## src/rtl/ctrl_sequencer.sv

```systemverilog
// ctrl_sequencer: multi-cycle FETCH / DECODE / EXEC control sequencer.
// State and the retired-instruction counter are registered; datapath
// enables are decoded from the current state, the instruction register,
// mem_ready and the ALU flags, so they respond within the same cycle.
// Optional HALT support is compiled in with the macro CTRL_HALT_EN.
module ctrl_sequencer #(
    parameter  int WIDTH  = 8,
    parameter  int RSEL_W = 2,
    localparam int IR_W   = 4 + 2 * RSEL_W
) (
    input  logic              clk,
    input  logic              rst_n,
    input  logic              zero,
    input  logic              negative,
    input  logic [IR_W-1:0]   irvalue,
    input  logic              mem_ready,
    output logic              mem_req,
    output logic              irload,
    output logic              imload,
    output logic              pcsel,
    output logic              pcload,
    output logic              readwrite,
    output logic              dwrite,
    output logic [RSEL_W-1:0] dregsel,
    output logic [RSEL_W-1:0] sregsel,
    output logic [1:0]        aluop,
    output logic [1:0]        regsel,
    output logic [1:0]        addrsel,
    output logic [1:0]        phase,
    output logic [WIDTH-1:0]  instr_count,
    output logic              halted
);

    typedef enum logic [1:0] {
        FETCH  = 2'b00,
        DECODE = 2'b01,
        EXEC   = 2'b10,
        HALT   = 2'b11
    } state_t;

    localparam logic [1:0] REG_IMM  = 2'b00;
    localparam logic [1:0] REG_SBUS = 2'b01;
    localparam logic [1:0] REG_DIN  = 2'b10;
    localparam logic [1:0] REG_ALU  = 2'b11;

    localparam logic [1:0] ADDR_PC   = 2'b00;
    localparam logic [1:0] ADDR_IMM  = 2'b01;
    localparam logic [1:0] ADDR_SBUS = 2'b10;

    state_t     state;
    logic [3:0] opcode;
    logic       two_word;
    logic       is_mem;
    logic       cond;
    logic       exec_done;

    assign opcode   = irvalue[IR_W-1 -: 4];
    assign two_word = opcode[3];
    assign is_mem   = (opcode == 4'b0100) || (opcode == 4'b0101) ||
                      (opcode == 4'b1101) || (opcode == 4'b1110);

    // Register-select and ALU-op fields are straight slices of the IR.
    assign dregsel = irvalue[2*RSEL_W-1 -: RSEL_W];
    assign sregsel = irvalue[RSEL_W-1:0];
    assign aluop   = opcode[1:0];
    assign phase   = state;

    // Jump condition from the flags; only consumed in the EXEC cycle.
    always_comb begin
        unique case (opcode[1:0])
            2'b00:   cond = zero;
            2'b01:   cond = ~zero;
            2'b10:   cond = ~zero & ~negative;
            default: cond = negative;
        endcase
    end

    assign exec_done = is_mem ? mem_ready : 1'b1;

    // State sequencing and retired-instruction counting.
    // NOTE: sequential state uses non-blocking assignments so every register
    // samples pre-edge values and simulation matches the synthesized flops.
    always_ff @(posedge clk or negedge rst_n) begin
        if (!rst_n) begin
            state       <= FETCH;
            instr_count <= '0;
        end else begin
            unique case (state)
                FETCH: begin
                    if (mem_ready) state <= DECODE;
                end
                DECODE: begin
                    if (!two_word || mem_ready) state <= EXEC;
                end
                EXEC: begin
                    if (exec_done) begin
`ifdef CTRL_HALT_EN
                        if (opcode == 4'b0111) begin
                            state <= HALT;
                        end else begin
                            state       <= FETCH;
                            instr_count <= instr_count + WIDTH'(1);
                        end
`else
                        state       <= FETCH;
                        instr_count <= instr_count + WIDTH'(1);
`endif
                    end
                end
                default: state <= state;
            endcase
        end
    end

`ifdef CTRL_HALT_EN
    assign halted = (state == HALT);
`else
    assign halted = 1'b0;
`endif

    // Datapath enables decoded per state; forced idle while rst_n is low so
    // an in-flight access is abandoned the moment reset asserts.
    always_comb begin
        // NOTE: every output gets a default before the case so no path leaves
        // a value unassigned, which would otherwise infer a latch.
        mem_req   = 1'b0;
        irload    = 1'b0;
        imload    = 1'b0;
        pcsel     = 1'b0;
        pcload    = 1'b0;
        readwrite = 1'b0;
        dwrite    = 1'b0;
        regsel    = REG_IMM;
        addrsel   = ADDR_PC;
        if (rst_n) begin
            unique case (state)
                FETCH: begin
                    mem_req = 1'b1;
                    addrsel = ADDR_PC;
                    pcsel   = 1'b1;
                    irload  = mem_ready;
                    pcload  = mem_ready;
                end
                DECODE: begin
                    if (two_word) begin
                        mem_req = 1'b1;
                        addrsel = ADDR_PC;
                        pcsel   = 1'b1;
                        imload  = mem_ready;
                        pcload  = mem_ready;
                    end
                end
                EXEC: begin
                    casez (opcode)
                        4'b00??: begin
                            regsel = REG_ALU;
                            dwrite = 1'b1;
                        end
                        4'b0100: begin
                            mem_req = 1'b1;
                            addrsel = ADDR_SBUS;
                            regsel  = REG_DIN;
                            dwrite  = mem_ready;
                        end
                        4'b0101: begin
                            mem_req   = 1'b1;
                            addrsel   = ADDR_SBUS;
                            readwrite = mem_ready;
                        end
                        4'b0110: begin
                            regsel = REG_SBUS;
                            dwrite = 1'b1;
                        end
                        4'b10??: begin
                            pcsel  = 1'b0;
                            pcload = cond;
                        end
                        4'b1100: begin
                            regsel = REG_IMM;
                            dwrite = 1'b1;
                        end
                        4'b1101: begin
                            mem_req   = 1'b1;
                            addrsel   = ADDR_IMM;
                            readwrite = mem_ready;
                        end
                        4'b1110: begin
                            mem_req = 1'b1;
                            addrsel = ADDR_IMM;
                            regsel  = REG_DIN;
                            dwrite  = mem_ready;
                        end
                        4'b1111: begin
                            pcsel  = 1'b0;
                            pcload = 1'b1;
                        end
                        default: ; // 0111: HALT entry or NOP, no enables
                    endcase
                end
                default: ; // HALT: everything idle
            endcase
        end
    end

endmodule

```

## config.mk

```make
export PLATFORM = sky130hd
export DESIGN_NAME = ctrl_sequencer
export DESIGN_NICKNAME = d
export VERILOG_FILES = /design/src/rtl/ctrl_sequencer.sv
export SDC_FILE = /design/constraint.sdc
export NUM_CORES = 1
export LEC_CHECK = 0
export BUFFER_PORTS_ARGS = -buffer_cell sky130_fd_sc_hd__buf_2
export CAP_MARGIN = 20
export CORE_MARGIN = 1.5
export CORE_UTILIZATION = 46
export DETAILED_ROUTE_END_ITERATION = 10
export PLACE_DENSITY = 0.83
export SYNTH_ARGS = -nofsm -noshare
export SYNTH_HDL_FRONTEND = slang
export SYNTH_SLANG_ARGS = --single-unit
export TNS_END_PERCENT = 10
```

## constraint.sdc

```tcl
create_clock -name clk -period 1.8 [get_ports clk]
set_clock_uncertainty 0.1 [all_clocks]
set_input_delay 0.36 -clock clk [delete_from_list [all_inputs] [get_ports clk]]
set_output_delay 0.36 -clock clk [all_outputs]
set_load 0.005 [all_outputs]
```

==> metrics.md <==
| Metric | Value |
|---|---|
| Ports | 41 |
| Vias in the first global route | 800 |
| Number of buffers created by CTS | 3 |
| Setup WS post-layout | -88.0 ps |
| # fillers | 170 |
| I/O Buffers | 31 |
| Critical path required time | roughly 1300 ps |
| Die Span Y | around 48 um |
| Hold Worst Slack | around 5.3 ps |
| Min-Delay Path Class | in -> async |
| Post-Synth XOR/XNOR Area | 0.0760 |
| RSZ-0062 raised after global routing | true |
| Total power | 1.53 mW |
| Num Clock Sinks | 10 |
| N_diodes | 0 |
| Maxcap violations | 0 |
| Nature of the critical path endpoint | output port |
| Yosys reg bits | 10 |
| ANT nets after route | 0 |
| Cell variety after synth | 35 |
| Fin area | about 1200 sq um |
| Synth Area in Compound Gates | 0.182 |
| Initial Utilization | 0.480 |
| Overall routed net length | 2280 um |
| Post-synth EDFFs | 0 |
| Startpoint Class | flop |
| Synth Instances | between 100 and 150 |
| Slew Limit Fails | 0 |
| Dpl ws | -32.2 ps |
| Top cells by area, synth | dfrtp_1, ha_1, xnor2_1 |
| Post-synth top area share | 0.271 |
| P per Cell Area | approximately 1200 nW/um^2 |
| Maximum vdd drop | 836 uV |
| CTS clk-pin slew, worst paths | roughly 70 ps |
| Synthesized area | ~920 sq um |
| Layout net count | 167 |
| Initial antenna violation count | 0 |
| First-pass GRT wire length | ~3300 um |
| Share of layout cells above drive strength 1 | 0.446 |
| Routed vias/inst | ~5.4 |
| Die area | roughly 2300 sq um |
| DP HPWL | 1670 um |
| Hold Vio Cnt, Final | 0 |
| Main combinational cell family by area after synthesis | simple AND/OR/NAND/NOR gates |
| Synth Flop Type | dfrtp_1 |
| Post-route DRC | 0 |
| Initial DRC count | 20 |
| Row Count | 16 |
| Failing checks | negative setup slack |
| CP max FO | 5 |
| Crit Path Class | reg -> out |
| H-Tree Depth | 1 |
| Area delta synth->final | 33.5% |
| Post-route insts no fill | between 150 and 200 |
| WL/cell | 13.0 um |
| Routed vias | between 900 and 1,000 |
| Synthesized-area fraction occupied by adder cells | 0.0678 |
| Area post-placement | 1100 sq um |
| Mean post-synth cell area | 8.23 sq um |
| Fmax achieved | 530 MHz |
| Crit path DAT | about 1400 ps |
| Leakage power | a little under 0.6 nW |
| Synth Area in Simple Gates | 0.242 |
| Period utilization | 1.05 |
| Syn nets | 130 |
| Final setup violation count | 8 |
| CTS Buffer Depth | 2 |
| Status | complete, but fails checks |
| # placed instances | approximately 170 |
| Fin crit period | 1890 ps |
| Area leader, netlist | dfrtp_1 |
| Total grt overflow | 0 |
| Ys Warns | 0 |
| Mux contribution to synthesized area | 0.0231 |
| GRT Total Usage | 0.200 |
| Gpl congestion | 0.833 |
| Asr flop ratio synth | 1.00 |
| Largest net degree at the start of global routing | 14 |
| Register area share after synthesis | 0.271 |
| Pre-antenna DRT Iters | 4 |
| Worst-Skew Late Latency | ~270 ps |
| CTS root buf | clkbuf_4 |
| Die X-Extent | around 48 um |
| Core Area | approximately 1900 sq um |
| CTS tree | done |
| Count leader, synth | dfrtp_1 |
area by class of cell:
class / count / area (sq um) / area share
Inverter: 7 / 28.8 / 0.0234
Timing Repair Buffer: 46 / 268 / 0.217
Sequential cell: 10 / 251 / 0.204
Tap cell: 27 / 33.8 / 0.0274
Clock buffer: 4 / 36.3 / 0.0295
Multi-Input combinational cell: 81 / 613 / 0.498
where the power goes:
part,internal [mW],switching (mW)
combinational,0.489,0.444
sequential,0.305,0.0944
clock,0.123,0.0770
total,0.917,0.615
logic make-up (layout without fill, tap and decap cells):
kind of cell	count (synthesis)	in the layout
AO/OA/AOI/OAI	25	25
AND/OR/NAND/NOR	40	40
other	1	1
adder cells (fa/ha/maj)	5	5
buffers and inverters	21	57
multiplexers	2	2
XOR/XNOR	8	8
flip-flops	10	10
layout by cell type, fill, tap and decap left out, types with 2 or more instances in the layout:
| cell | Yosys | layout |
|---|---|---|
| nor3_1 | 4 | 3 |
| o211ai_1 | 6 | 6 |
| nand4_1 | 2 | 2 |
| o21ai_0 | 7 | 6 |
| ha_4 | 0 | 3 |
| a21oi_2 | 0 | 2 |
| buf_2 | 3 | 31 |
| nor3b_1 | 3 | 2 |
| and2_1 | 2 | 2 |
| xnor2_1 | 7 | 7 |
| nand3_1 | 4 | 4 |
| dfrtp_1 | 10 | 9 |
| inv_1 | 7 | 4 |
| a21o_1 | 2 | 2 |
| nor2_1 | 7 | 7 |
| and3_1 | 4 | 4 |
| a21oi_1 | 4 | 2 |
| buf_4 | 7 | 15 |
| clkbuf_4 | 0 | 3 |
| or4_1 | 2 | 2 |
| inv_2 | 0 | 2 |
| nand2_1 | 7 | 7 |
flip-flops by register name, summed over array words and instances, names as in the netlist:
name         flops
instr_count      8
phase            2
path summary, 6_finish.rpt:
check | startpoint | to | slack (ps) | cells past startpoint
min in group clk | instr_count[7]$_DFFE_PN0P_ | instr_count[7]$_DFFE_PN0P_ | 370 | 1
worst max register to register | phase[0]$_DFFE_PN0P_ | phase[0]$_DFFE_PN0P_ | 140 | 6
max in group asynchronous | rst_n | phase[0]$_DFFE_PN0P_ | 1430 | 2
worst min-delay path | rst_n | instr_count[7]$_DFFE_PN0P_ | 5 | 2
worst max-delay path | phase[0]$_DFFE_PN0P_ | pcload | -90 | 6
worst min register to register | instr_count[7]$_DFFE_PN0P_ | instr_count[7]$_DFFE_PN0P_ | 370 | 1
worst max-delay path, cell delays in order, from the launching register on:
cell and delay, ps:
dfrtp_2 460, inv_4 100, ha_4 160, nand2_1 50, a21o_1 160, a21oi_2 110, buf_2 120
metrics by stage:
| stage | TNS, ps | utilization |
|---|---|---|
| 2_1_floorplan | 0 | - |
| 3_3_place_gp | 0 | 0.574 |
| 3_5_place_dp | -38.3 | 0.574 |
| 4_1_cts | -379 | 0.637 |
| 5_1_grt | -1110 | 0.641 |
| 6_report | -460 | 0.641 |
what timing repair did:
| action | 4_1_cts | 5_1_grt |
|---|---|---|
| buffers inserted | 3 | 0 |
| gates resized for setup | 17 | 2 |
| setup endpoints to repair | 9 | 9 |
| pin swaps | 5 | 3 |
| hold buffers | 0 | 0 |
per-layer routing:
layer,vias to the layer above,track usage,part of all wire
met5,-,0,0
met3,4,0.0604,0.045
li1,459,-,-
met1,449,0.231,0.43
met2,34,0.357,0.52
met4,0,0.0541,0.0062
Note: power is estimated with default switching activity, not from simulation.
